<file path="src/rtl/hub75_linewriter_if.sv">
// ---------------------------------------------------------------------------
// hub75_linewriter_if
//   Bundles the signals around the HUB75 line writer:
//     in_data, in_user, in_valid   : bit-plane pixel stream from the colormap
//                                    stage (no backpressure, in_user[0] = SOL)
//     buf_wr_addr/data/ena         : write port of the two-bank line buffer,
//                                    address is {bank, column}
//     rd_valid, rd_bank, rd_release: completed-bank handshake to the
//                                    scan/shift stage
//     err_overflow, err_short      : single-cycle error pulses
//   slave  : the line writer's view
//   master : the view of the surrounding logic (stream source + consumer)
// ---------------------------------------------------------------------------
interface hub75_linewriter_if #(
    parameter int N_CHANS    = 3,
    parameter int N_PLANES   = 8,
    parameter int N_COLS     = 64,
    parameter int LOG_N_COLS = 6,
    parameter int USER_WIDTH = 1
);
    logic [N_CHANS*N_PLANES-1:0] in_data;
    logic [USER_WIDTH-1:0]       in_user;
    logic                        in_valid;

    logic [LOG_N_COLS:0]         buf_wr_addr;
    logic [N_CHANS*N_PLANES-1:0] buf_wr_data;
    logic                        buf_wr_ena;

    logic                        rd_valid;
    logic                        rd_bank;
    logic                        rd_release;

    logic                        err_overflow;
    logic                        err_short;

    modport slave (
        input  in_data, in_user, in_valid, rd_release,
        output buf_wr_addr, buf_wr_data, buf_wr_ena,
               rd_valid, rd_bank, err_overflow, err_short
    );

    modport master (
        output in_data, in_user, in_valid, rd_release,
        input  buf_wr_addr, buf_wr_data, buf_wr_ena,
               rd_valid, rd_bank, err_overflow, err_short
    );
endinterface

</file>
<file path="src/rtl/hub75_linewriter.sv">
// ---------------------------------------------------------------------------
// hub75_linewriter
//   Writes the colormap stage's per-pixel bit-plane stream into a two-bank
//   line buffer, one display line per bank, and hands completed banks to the
//   scan/shift stage through a valid/release handshake.
//   Lines that start while the target bank is still owned by the consumer
//   are dropped whole (err_overflow); a SOL inside a line restarts that line
//   in the same bank (err_short).
//
//   Ports:
//     clk    : system clock
//     rst_n  : asynchronous active-low reset, discards any partial line and
//              both banks' contents
//     bus    : hub75_linewriter_if.slave (stream in, buffer write port,
//              read handshake, error pulses)
// ---------------------------------------------------------------------------
module hub75_linewriter #(
    parameter int N_CHANS    = 3,
    parameter int N_PLANES   = 8,
    parameter int N_COLS     = 64,
    parameter int LOG_N_COLS = 6,
    parameter int USER_WIDTH = 1
) (
    input  logic               clk,
    input  logic               rst_n,
    hub75_linewriter_if.slave  bus
);
    localparam int DW = N_CHANS * N_PLANES;
    localparam logic [LOG_N_COLS-1:0] LAST_COL = LOG_N_COLS'(N_COLS - 1);
    localparam logic [LOG_N_COLS-1:0] COL_ONE  = LOG_N_COLS'(1);

    typedef enum logic [1:0] {
        IDLE = 2'd0,
        FILL = 2'd1,
        DROP = 2'd2
    } state_t;

    state_t                state;
    logic                  wr_ptr;
    logic                  rd_ptr;
    logic [LOG_N_COLS-1:0] col;
    logic [1:0]            full;

    logic [LOG_N_COLS:0]   wr_addr_q;
    logic [DW-1:0]         wr_data_q;
    logic                  wr_ena_q;
    logic                  err_ov_q;
    logic                  err_short_q;

    logic                  sol;
    logic                  last_col;
    logic                  release_ok;
    logic [1:0]            full_clr;
    logic [1:0]            full_set;
    logic                  unused_user;

    // Only bit 0 of the sideband carries meaning.
    assign unused_user = ^bus.in_user;

    always_comb begin
        sol        = bus.in_user[0];
        last_col   = (col == LAST_COL);
        release_ok = bus.rd_release & full[rd_ptr];

        full_clr = '0;
        if (release_ok) begin
            full_clr[rd_ptr] = 1'b1;
        end

        // A SOL on the last column is a short-line restart, not a completion.
        full_set = '0;
        if (state == FILL && bus.in_valid && !sol && last_col) begin
            full_set[wr_ptr] = 1'b1;
        end
    end

    // The completing bank is never the bank being released (it cannot be
    // full while it is being filled), so set and clear never collide.
    // SOL acceptance below tests full[] as it was before this cycle's
    // release, so a freed bank is only reused on a later SOL.
    always_ff @(posedge clk or negedge rst_n) begin
        if (!rst_n) begin
            state       <= IDLE;
            wr_ptr      <= 1'b0;
            rd_ptr      <= 1'b0;
            col         <= '0;
            full        <= '0;
            wr_addr_q   <= '0;
            wr_data_q   <= '0;
            wr_ena_q    <= 1'b0;
            err_ov_q    <= 1'b0;
            err_short_q <= 1'b0;
        end else begin
            wr_ena_q    <= 1'b0;
            err_ov_q    <= 1'b0;
            err_short_q <= 1'b0;

            full <= (full & ~full_clr) | full_set;
            if (release_ok) begin
                rd_ptr <= ~rd_ptr;
            end

            if (bus.in_valid) begin
                case (state)
                    IDLE, DROP: begin
                        if (sol) begin
                            if (full[wr_ptr]) begin
                                err_ov_q <= 1'b1;
                                state    <= DROP;
                            end else begin
                                wr_ena_q  <= 1'b1;
                                wr_addr_q <= {wr_ptr, {LOG_N_COLS{1'b0}}};
                                wr_data_q <= bus.in_data;
                                col       <= COL_ONE;
                                state     <= FILL;
                            end
                        end
                    end
                    FILL: begin
                        wr_ena_q  <= 1'b1;
                        wr_data_q <= bus.in_data;
                        if (sol) begin
                            err_short_q <= 1'b1;
                            wr_addr_q   <= {wr_ptr, {LOG_N_COLS{1'b0}}};
                            col         <= COL_ONE;
                        end else begin
                            wr_addr_q <= {wr_ptr, col};
                            if (last_col) begin
                                wr_ptr <= ~wr_ptr;
                                col    <= '0;
                                state  <= IDLE;
                            end else begin
                                col <= col + COL_ONE;
                            end
                        end
                    end
                    default: state <= IDLE;
                endcase
            end
        end
    end

    assign bus.buf_wr_addr  = wr_addr_q;
    assign bus.buf_wr_data  = wr_data_q;
    assign bus.buf_wr_ena   = wr_ena_q;
    assign bus.rd_valid     = full[rd_ptr];
    assign bus.rd_bank      = rd_ptr;
    assign bus.err_overflow = err_ov_q;
    assign bus.err_short    = err_short_q;
endmodule
</file>
<file path="src/flat_wrapper.sv">
// flat-port wrapper written by rule: the top's interface ports become plain ports
module hub75_linewriter_flat 
#(
    parameter int N_CHANS    = 3,
    parameter int N_PLANES   = 8,
    parameter int N_COLS     = 64,
    parameter int LOG_N_COLS = 6,
    parameter int USER_WIDTH = 1
)
  (clk, rst_n, bus_in_data, bus_in_user, bus_in_valid, bus_rd_release, bus_buf_wr_addr, bus_buf_wr_data, bus_buf_wr_ena, bus_rd_valid, bus_rd_bank, bus_err_overflow, bus_err_short);
  hub75_linewriter_if #(.N_CHANS(N_CHANS), .N_PLANES(N_PLANES), .N_COLS(N_COLS), .LOG_N_COLS(LOG_N_COLS), .USER_WIDTH(USER_WIDTH)) bus_i ();
  input  logic clk;
  input  logic rst_n;
  input wire logic [$bits(bus_i.in_data)-1:0] bus_in_data;
  input wire logic [$bits(bus_i.in_user)-1:0] bus_in_user;
  input wire logic [$bits(bus_i.in_valid)-1:0] bus_in_valid;
  input wire logic [$bits(bus_i.rd_release)-1:0] bus_rd_release;
  output wire logic [$bits(bus_i.buf_wr_addr)-1:0] bus_buf_wr_addr;
  output wire logic [$bits(bus_i.buf_wr_data)-1:0] bus_buf_wr_data;
  output wire logic [$bits(bus_i.buf_wr_ena)-1:0] bus_buf_wr_ena;
  output wire logic [$bits(bus_i.rd_valid)-1:0] bus_rd_valid;
  output wire logic [$bits(bus_i.rd_bank)-1:0] bus_rd_bank;
  output wire logic [$bits(bus_i.err_overflow)-1:0] bus_err_overflow;
  output wire logic [$bits(bus_i.err_short)-1:0] bus_err_short;
  assign bus_i.in_data = bus_in_data;
  assign bus_i.in_user = bus_in_user;
  assign bus_i.in_valid = bus_in_valid;
  assign bus_i.rd_release = bus_rd_release;
  assign bus_buf_wr_addr = bus_i.buf_wr_addr;
  assign bus_buf_wr_data = bus_i.buf_wr_data;
  assign bus_buf_wr_ena = bus_i.buf_wr_ena;
  assign bus_rd_valid = bus_i.rd_valid;
  assign bus_rd_bank = bus_i.rd_bank;
  assign bus_err_overflow = bus_i.err_overflow;
  assign bus_err_short = bus_i.err_short;
  hub75_linewriter #(.N_CHANS(N_CHANS), .N_PLANES(N_PLANES), .N_COLS(N_COLS), .LOG_N_COLS(LOG_N_COLS), .USER_WIDTH(USER_WIDTH)) u_core (.clk(clk), .rst_n(rst_n), .bus(bus_i));
endmodule
</file>
<file path="config.mk">
export PLATFORM = sky130hd
export DESIGN_NAME = hub75_linewriter_flat
export DESIGN_NICKNAME = d
export VERILOG_FILES = /design/src/rtl/hub75_linewriter_if.sv /design/src/rtl/hub75_linewriter.sv /design/src/flat_wrapper.sv
export SDC_FILE = /design/constraint.sdc
export NUM_CORES = 1
export LEC_CHECK = 0
export CAP_MARGIN = 10
export CORE_MARGIN = 4
export CORE_UTILIZATION = 51
export CTS_BUF_LIST = sky130_fd_sc_hd__clkbuf_8
export DETAILED_ROUTE_END_ITERATION = 16
export GPL_ROUTABILITY_DRIVEN = 0
export PLACE_DENSITY = 0.95
export SETUP_SLACK_MARGIN = 0.4
export SYNTH_ARGS = -nofsm -noshare
export SYNTH_HDL_FRONTEND = slang
export SYNTH_SLANG_ARGS = --single-unit
</file>
<file path="constraint.sdc">
create_clock -name clk -period 3.01 [get_ports clk]
set_input_delay 0.301 -clock clk [delete_from_list [all_inputs] [get_ports clk]]
set_output_delay 0.301 -clock clk [all_outputs]
set_load 0.01 [all_outputs]
</file>
# Yosys cells after proc, flatten, opt, wreduce, memory -nomap -nowiden
# Cells that the tools add are included.
# word_totals
register_bits	46
inputBits	29
output_inout_bits	36
word_cells	79
# op_classes
add_sub_neg	1
order_cmp	4
eq_ne	7
n_mux	38
bitwise	7
reduce_logical	12
# ops
operator	n
24-bit two-way mux	2
24-bit one-hot mux with 2 select lines	1
6-bit two-way mux	5
1-bit two-way mux	16
7-bit two-way mux	2
7-bit one-hot mux with 2 select lines	1
2-bit two-way mux	6
6-bit one-hot mux with 2 select lines	1
4-bit AND reduction	3
6-bit by 1-bit adder with 6-bit output (second input constant)	1
6-bit equality test (second input constant)	1
2-bit != test (second input constant)	3
1-bit logical AND	5
1-bit by 2-bit < comparator with 1-bit output (second input constant)	2
2-bit one-hot mux with 2 select lines	1
1-bit NOT	3
2-bit bitwise AND	1
1-bit demux with 1-bit select	2
2-bit by 1-bit equality test with 1-bit output (second input constant)	1
2-bit equality test (second input constant)	1
1-bit >= comparator (second input constant)	2
2-bit zero test	1
2-bit by 1-bit != test with 1-bit output (second input constant)	1
2-bit NOT	1
6 further kinds	6

# Longest topological paths before layout
# Gate-level depths: netlist of run 1.
# depth
ltp_word	8
depth_mapped	7

# Least setup slack after synthesis of run 1
# OpenSTA, ideal clock, no wires.
# synth_path
path_type	register to register
startpoint	register u_core.col[0]
endpoint	register u_core.col[2]
setup_time_ns	0.087
t_arrival_ns	1.461
t_required_ns	2.923
setup_slack_ns	1.462
path_stages_with_launch	6
path_buffers	0
cell_sequence	dfrtp_1 > ha_1 > and3_1 > and3_1 > a32o_1 > a22oi_1
# synth_between
elab_chain_len	4
# synth_rtl
item	line_no	source
start: declaration	hub75_linewriter.sv:41	logic [LOG_N_COLS-1:0] col;
start signal: assignment	hub75_linewriter.sv:133	col <= col + COL_ONE;
6-bit by 1-bit adder with 6-bit output or 6-bit equality test (tied branches)	hub75_linewriter.sv:133, hub75_linewriter.sv:62	
6-bit two-way mux (*)	hub75_linewriter.sv:128	if (last_col) begin
6-bit two-way mux (*)	hub75_linewriter.sv:122	if (sol) begin
6-bit one-hot mux with 2 select lines (*)	hub75_linewriter.sv:104	case (state)
# Every way passes the cells marked *; elsewhere a longest branch is shown, timed or not.
# A chain may end at the register's enable or synchronous reset.

# Final worst setup path of run 1
# layout_path
startpoint	input bus_in_valid
endpoint	register u_core.wr_data_q[20], in the netlist u_core.bus.buf_wr_data[20]
# layout_between
elab_chain_len	1
# layout_rtl
item	line_no	source
start: declaration	flat_wrapper.sv:16	input wire logic [$bits(bus_i.in_valid)-1:0] bus_in_valid;
4-bit AND reduction (no source line)	-	
end signal: assignment	hub75_linewriter.sv:113	wr_data_q <= bus.in_data;
end signal: assignment	hub75_linewriter.sv:121	wr_data_q <= bus.in_data;
end: declaration	hub75_linewriter.sv:45	logic [DW-1:0] wr_data_q;
# Every way passes these cells.

==> results of run 1 <==
## power groups by stage
stage	Clock, mW	Sequential, mW	Combinational, mW
6_report	0.560	0.727	0.293
5_1_grt	0.594	0.734	0.314
4_1_cts	0.568	0.726	0.297
3_5_place_dp	0	0.737	0.293
3_3_place_gp	0	0.731	0.282
2_1_floorplan	0	0.747	0.111
## cells in the mapped netlist (2+ instances only)
library cell / n
o21ai_0: 15
a22oi_1: 3
and3_1: 2
nand2_1: 4
nor2_1: 2
or3_1: 3
o31ai_1: 2
mux2_2: 4
buf_2: 3
inv_1: 11
buf_6: 3
dfrtp_1: 46
nand3_1: 8
mux2_4: 23
a21oi_1: 2
and3b_1: 2
## how the worst max path moves through the flow
stage | to | cells past startpoint
6_report | u_core.bus.buf_wr_data[20] | 6
5_1_grt | u_core.bus.buf_wr_data[20] | 6
4_1_cts | u_core.bus.buf_wr_data[20] | 6
3_5_place_dp | u_core.bus.buf_wr_data[20] | 6
3_3_place_gp | u_core.bus.buf_wr_data[20] | 6
2_1_floorplan | u_core.col[2] | 5
## kinds of logic (layout without fill, tap and decap cells)
logic type / count (synthesis) / in the layout / synth area share
flops: 46 / 46 / 0.569
compound gates: 30 / 30 / 0.0965
mux: 29 / 29 / 0.205
simple gates: 25 / 25 / 0.0687
buf+inv: 19 / 85 / 0.0501
fa+ha+maj: 1 / 1 / 0.00619
xor+xnor: 1 / 1 / 0.00433
## stage by stage
stage                     hold slack [ns]  worst slack [ns]
after detailed placement            0.495             0.504
after CTS                           0.168             0.843
final                               0.150             0.828
after floorplan                   0.00541              1.46
after global placement              0.491             0.588
after global routing                0.221             0.720
## layout make-up
| class | instances | area [sq um] |
|---|---|---|
| tap | 48 | 60.1 |
| fill | 227 | 920 |
| clock buffer | 6 | 82.6 |
| multi-input combinational | 86 | 769 |
| inverter | 12 | 45.0 |
| clock inverter | 2 | 60.1 |
| timing repair buffer | 65 | 656 |
| sequential | 46 | 1150 |
## sequential cells by signal, indices dropped and copies added, names as in the netlist
register	flops
u_core.bus.buf_wr_addr	7
u_core.bus.rd_bank	1
u_core.bus.err_short	1
u_core.full	2
u_core.bus.buf_wr_ena	1
u_core.wr_ptr	1
u_core.bus.buf_wr_data	24
u_core.bus.err_overflow	1
u_core.state	2
u_core.col	6
## metal layers
layer | up-vias | share of wire | GRT usage
li1 | 663 | - | -
met1 | 700 | 0.41 | 0.248
met2 | 53 | 0.51 | 0.337
met3 | 9 | 0.057 | 0.0625
met4 | 0 | 0.016 | 0.0626
met5 | - | 0 | 0
==> results.tsv, run 1 <==
metric	value	unit
Routed Antenna Nets	0	
fin. max-slew vios	0	
commonest non-fill, non-tap cell in the layout	clkdlybuf4s50_1	
drt via density	5.38	
Post-synth EDFFs	0	
count of state elements after synthesis	46	
Comb power frac	0.185	
Slew @ Worst Pin	0.972	ns
total wire length	4.69	mm
pwr dens	559	mW/mm^2
beginning of the critical path	bus_in_valid	
Final setup viols	0	
drt wl/cell	17.7	um
Num CTS Buffers	5	
Post-DP Area	0.00268	sq mm
DR iter-0 viols	85	
IO Pins	65	
first-pass GRT wire length	7.72	mm
P_sw	369	uW
delay-heaviest family, CP	buffers and inverters	
clk slew on worst S/H paths	0.08	ns
Synth Instances	151	
Distinct cells, synth	34	
n_diodes	0	
# port buffers	64	
H-tree lvl count	2	
Sequential Power Share	0.460	
YS warnings	0	
worst path cell trace	clkdlybuf4s50_1 -> and3b_1 -> a21oi_4 -> inv_2 -> buf_12 -> mux2_2	
Initial Util	0.540	
Worst slew margin	0.352	
Worst Skew	0.00842	ns
Crit. End Element	flip-flop	
CP bufs+invs	3	
Net Sw Frac	0.234	
peak fanout along the critical path	25	
# hold bufs at CTS	0	
clock network fraction of design power	0.355	
static leakage	1.26	nW
Worst R2R Path Depth	5	
vias in the first global route	1459	
DP HPWL	3.33	mm
clock sinks	46	
Post-Syn Area	0.00202	sq mm
setup TNS	0	ns
cell taking the most area after synthesis	dfrtp_1	
TritonCTS clock tree	yes	
Tcrit/Tclk final	0.725	
top post-synthesis cells by area	dfrtp_1, mux2_4, o21ai_0	
RSZ-0062 raised after global routing	false	
grt total ovfl	0	
clock latency on the worst-skew pair	0.31	ns
Final Hold Viols	0	
Tot Pwr	1.58	mW
Vias	1425	
crit start category	input port	
Layout Nets	246	
Worst path slowest cell	clkdlybuf4s50_1	
die area	0.00504	sq mm
Int Pwr	1.21	mW
r2r startpoint	u_core.wr_ptr	
Setup CP Type	input port to flip-flop	
Root Buffer	clkbuf_8	
fin util	0.754	
MaxCap Viol Count	0	
Min-Delay Path Class	input port to async pin	
initial antenna violation count	0	
Main synth FF type	dfrtp_1	
most frequent cells in the layout	clkdlybuf4s50_1, dfrtp_1, mux2_4	
Synth top area share	0.569	
Peak Freq	458	MHz
register area share after synthesis	0.569	
worst endpoint required time	3.21	ns
Mapped Nets	181	
Arr. time, crit path	2.38	ns
Critical R2R Capture	u_core.bus.buf_wr_data[20]	
status	complete, no violations	
largest net degree at the start of global routing	47	
Overall Global Routing Usage	0.201	
share of post-route cells with drive strength above 1	0.184	
drt drc	0	
1st-pass router iterations	4	
VDD IR max	362	uV
placed insts	257	
Die Span X	71.0	um
Post-CTS Setup Bufs	0	
final worst path period need	2.18	ns
slowest stage delay, CP	0.67	ns
core area	0.00374	sq mm
die height	71.0	um
Mean Syn Cell Area	13.4	sq um
reg2reg setup slack	0.92	ns
non-filler cells, final	265	
row count	22	
CTS-repair resized insts	0	
Async SR Flop Fraction	1.00	
CTS max path bufs	2	
final instance area	0.00282	sq mm
Area Growth Syn to Fin	39.7	%
(Power assumes the default switching activity.)
==> run 2, diff against run 1 <==
--- a/config.mk
+++ b/config.mk
@@ -7,11 +7,11 @@
 export LEC_CHECK = 0
 export CAP_MARGIN = 10
 export CORE_MARGIN = 4
-export CORE_UTILIZATION = 51
+export CORE_UTILIZATION = 43
 export CTS_BUF_LIST = sky130_fd_sc_hd__clkbuf_8
 export DETAILED_ROUTE_END_ITERATION = 16
 export GPL_ROUTABILITY_DRIVEN = 0
-export PLACE_DENSITY = 0.95
+export PLACE_DENSITY = 0.87
 export SETUP_SLACK_MARGIN = 0.4
 export SYNTH_ARGS = -nofsm -noshare
 export SYNTH_HDL_FRONTEND = slang
==> constraint.sdc (replaced) <==
create_clock -name clk -period 1.9 [get_ports clk]
set_input_delay 0.19 -clock clk [delete_from_list [all_inputs] [get_ports clk]]
set_output_delay 0.19 -clock clk [all_outputs]
set_load 0.01 [all_outputs]
==> run 2 against run 1 <==
Design area increased by 6.9%. Flip-flop and latch count unchanged. Die area is 16% higher. Count of clock-buffer cells in the layout unchanged. Clock power grew 8.0%. Total power up 44%. Setup slack lost 0.49 ns. Sequential share of layout area shrank 2.5 points. Combinational power rose by 82%. Sequential power grew 57%. Critical path depth unchanged. Non-clock buffer count up 17. Largest cell class unchanged. Largest power group unchanged.
==> results.tsv, run 2 (synthesized netlist as in run 1, its figures left out) <==
metric	value	unit	change
Setup CP Type	flip-flop to flip-flop		
Min-Delay Path Class	input port to async pin		
DR iter-0 viols	120		+41%
core area	0.00444	sq mm	+19%
Critical R2R Capture	u_core.col[3]		
MaxCap Viol Count	0		unchanged
share of post-route cells with drive strength above 1	0.291		+0.106
Worst R2R Path Depth	6		+1
Met1 Wirelength	2.11	mm	+8.4%
peak fanout along the critical path	7		-72%
Final Hold Viols	0		unchanged
crit-path most repeated cell	buf_4		
die area	0.00586	sq mm	+16%
initial antenna violation count	0		unchanged
Slew @ Worst Pin	0.704	ns	-0.268 ns
static leakage	1.37	nW	+8.3%
Die Span X	76.6	um	+7.9%
max layer used	met3		
drt via density	5.31		-1.3%
grt total ovfl	0		unchanged
Area Growth Syn to Fin	49.3	%	
Vias	1518		+6.5%
clk slew on worst S/H paths	0.09	ns	about the same
die height	76.6	um	+7.9%
Largest register FFs	24		unchanged
slowest stage delay, CP	0.38	ns	-0.29 ns
worst endpoint required time	2.10	ns	-1.11 ns
drt drc	0		unchanged
clock sinks	46		unchanged
r2r startpoint	u_core.full[1]		
status	complete, no violations		
IO Pins	65		unchanged
Num CTS Buffers	5		unchanged
Root Buffer	clkbuf_8		
Overall Global Routing Usage	0.168		-0.0327
beginning of the critical path	u_core.full[1]		
setup TNS	0	ns	unchanged
row count	24		+9.1%
met2 WL	2.27	mm	-5.4%
CP bufs+invs	2		-1
met3 WL post-DR	229	um	-14%
# port buffers	64		unchanged
pwr dens	754	mW/mm^2	+35%
Crit. End Element	flip-flop		
Arr. time, crit path	1.76	ns	-0.62 ns
fill cell count	309		+36%
H-tree lvl count	2		unchanged
most frequent cells in the layout	clkdlybuf4s50_1, dfrtp_1, mux2_4		
commonest non-fill, non-tap cell in the layout	clkdlybuf4s50_1		
VDD IR max	365	uV	+1.0%
fin. max-slew vios	0		unchanged
Tot Pwr	2.28	mW	+44%
Initial Util	0.455		-0.0852
Routed Antenna Nets	0		unchanged
vias in the first global route	1591		+9.0%
worst path cell trace	buf_4 -> mux2i_4 -> a21oi_4 -> buf_4 -> or3_1 -> a22oi_1		
Layout Nets	263		+6.9%
TritonCTS clock tree	yes		
crit start category	flip-flop		
CTS max path bufs	2		unchanged
first-pass GRT wire length	8.01	mm	+3.7%
Tcrit/Tclk final	0.821		
Critical Path End	u_core.col[3]		
largest net degree at the start of global routing	34		-28%
n_diodes	0		unchanged
clock latency on the worst-skew pair	0.29	ns	-0.02 ns
final worst path period need	1.56	ns	
Worst slew margin	0.530		+0.179
total wire length	4.61	mm	-1.7%
Peak Freq	641	MHz	
WP depth	6		unchanged
DP HPWL	3.14	mm	-5.5%
1st-pass router iterations	4		unchanged
Final setup viols	0		unchanged
reg2reg setup slack	0.34	ns	-0.58 ns
drt wl/cell	16.1	um	-8.9%
delay-heaviest family, CP	flip-flops		
Worst Skew	0.00650	ns	-0.00192 ns
Worst path slowest cell	dfrtp_1		
RSZ-0062 raised after global routing	true		
[run 2: cell types whose count changed in the layout (fill, tap and decap cells not counted), sizes merged]
cell	before	now
bufbuf	0	1
inv	12	13
dlymetal6s2s	0	1
bufinv	2	0
clkdlybuf4s15	0	1
clkinv	0	1
buf	2	17
clkdlybuf4s50	63	61
dlygate4sd3	0	1
[run 2: how the worst min path moves through the flow]
| stage | startpoint | endpoint | slack (ns) | depth (start not counted) |
|---|---|---|---|---|
| after floorplan | rst_n | u_core.bus.buf_wr_addr[0] | -0.11 | 0 |
| after global placement | rst_n | u_core.bus.buf_wr_data[4] | 0.29 | 1 |
| after detailed placement | rst_n | u_core.bus.buf_wr_data[5] | 0.29 | 1 |
| after CTS | rst_n | u_core.bus.rd_bank | 0.50 | 2 |
| after global routing | bus_in_data[14] | u_core.bus.buf_wr_data[14] | 0.51 | 2 |
| final | rst_n | u_core.full[1] | 0.49 | 2 |
[run 2: layout make-up]
class                      instances  area (sq um)  area share
inverter                          12          47.5      0.0157
tap                               52          65.1      0.0215
timing repair buffer              82           846       0.280
clock inverter                     2          8.76     0.00290
clock buffer                       6          82.6      0.0274
multi-input combinational         86           815       0.270
sequential                        46          1150       0.383
[run 2: power breakdown]
part	switching [mW]	internal [mW]	leakage, nW
combinational	0.198	0.335	0.750
sequential	0.0649	1.07	0.566
clock	0.316	0.289	0.0524
[run 2: layer usage]
layer	up-vias	global-route usage
met3	0	0.0461
met2	47	0.274
li1	695	-
met4	0	0.0272
met5	-	0
met1	776	0.228
[run 2: per-stage QoR]
| stage | util | std cells | hold WS [ns] | instance area [sq um] | setup WS, ns |
|---|---|---|---|---|---|
| floorplan | - | 151 | -0.106 | 2050 | 0.365 |
| global placement | 0.623 | 268 | 0.288 | 2770 | 0.175 |
| detailed placement | 0.623 | 268 | 0.289 | 2770 | 0.150 |
| CTS | 0.675 | 286 | 0.502 | 3000 | 0.373 |
| global route | 0.679 | 286 | 0.510 | 3020 | 0.285 |
| finish | 0.679 | 286 | 0.490 | 3020 | 0.341 |
[run 2: repair_timing]
item,4_1_cts,5_1_grt
endpoints found under the hold margin,31,0
gates resized for setup,9,8
hold buffers,1,0
setup buffers,7,0
endpoints found under the setup margin,34,37
pin swaps,4,2
cloned,2,0
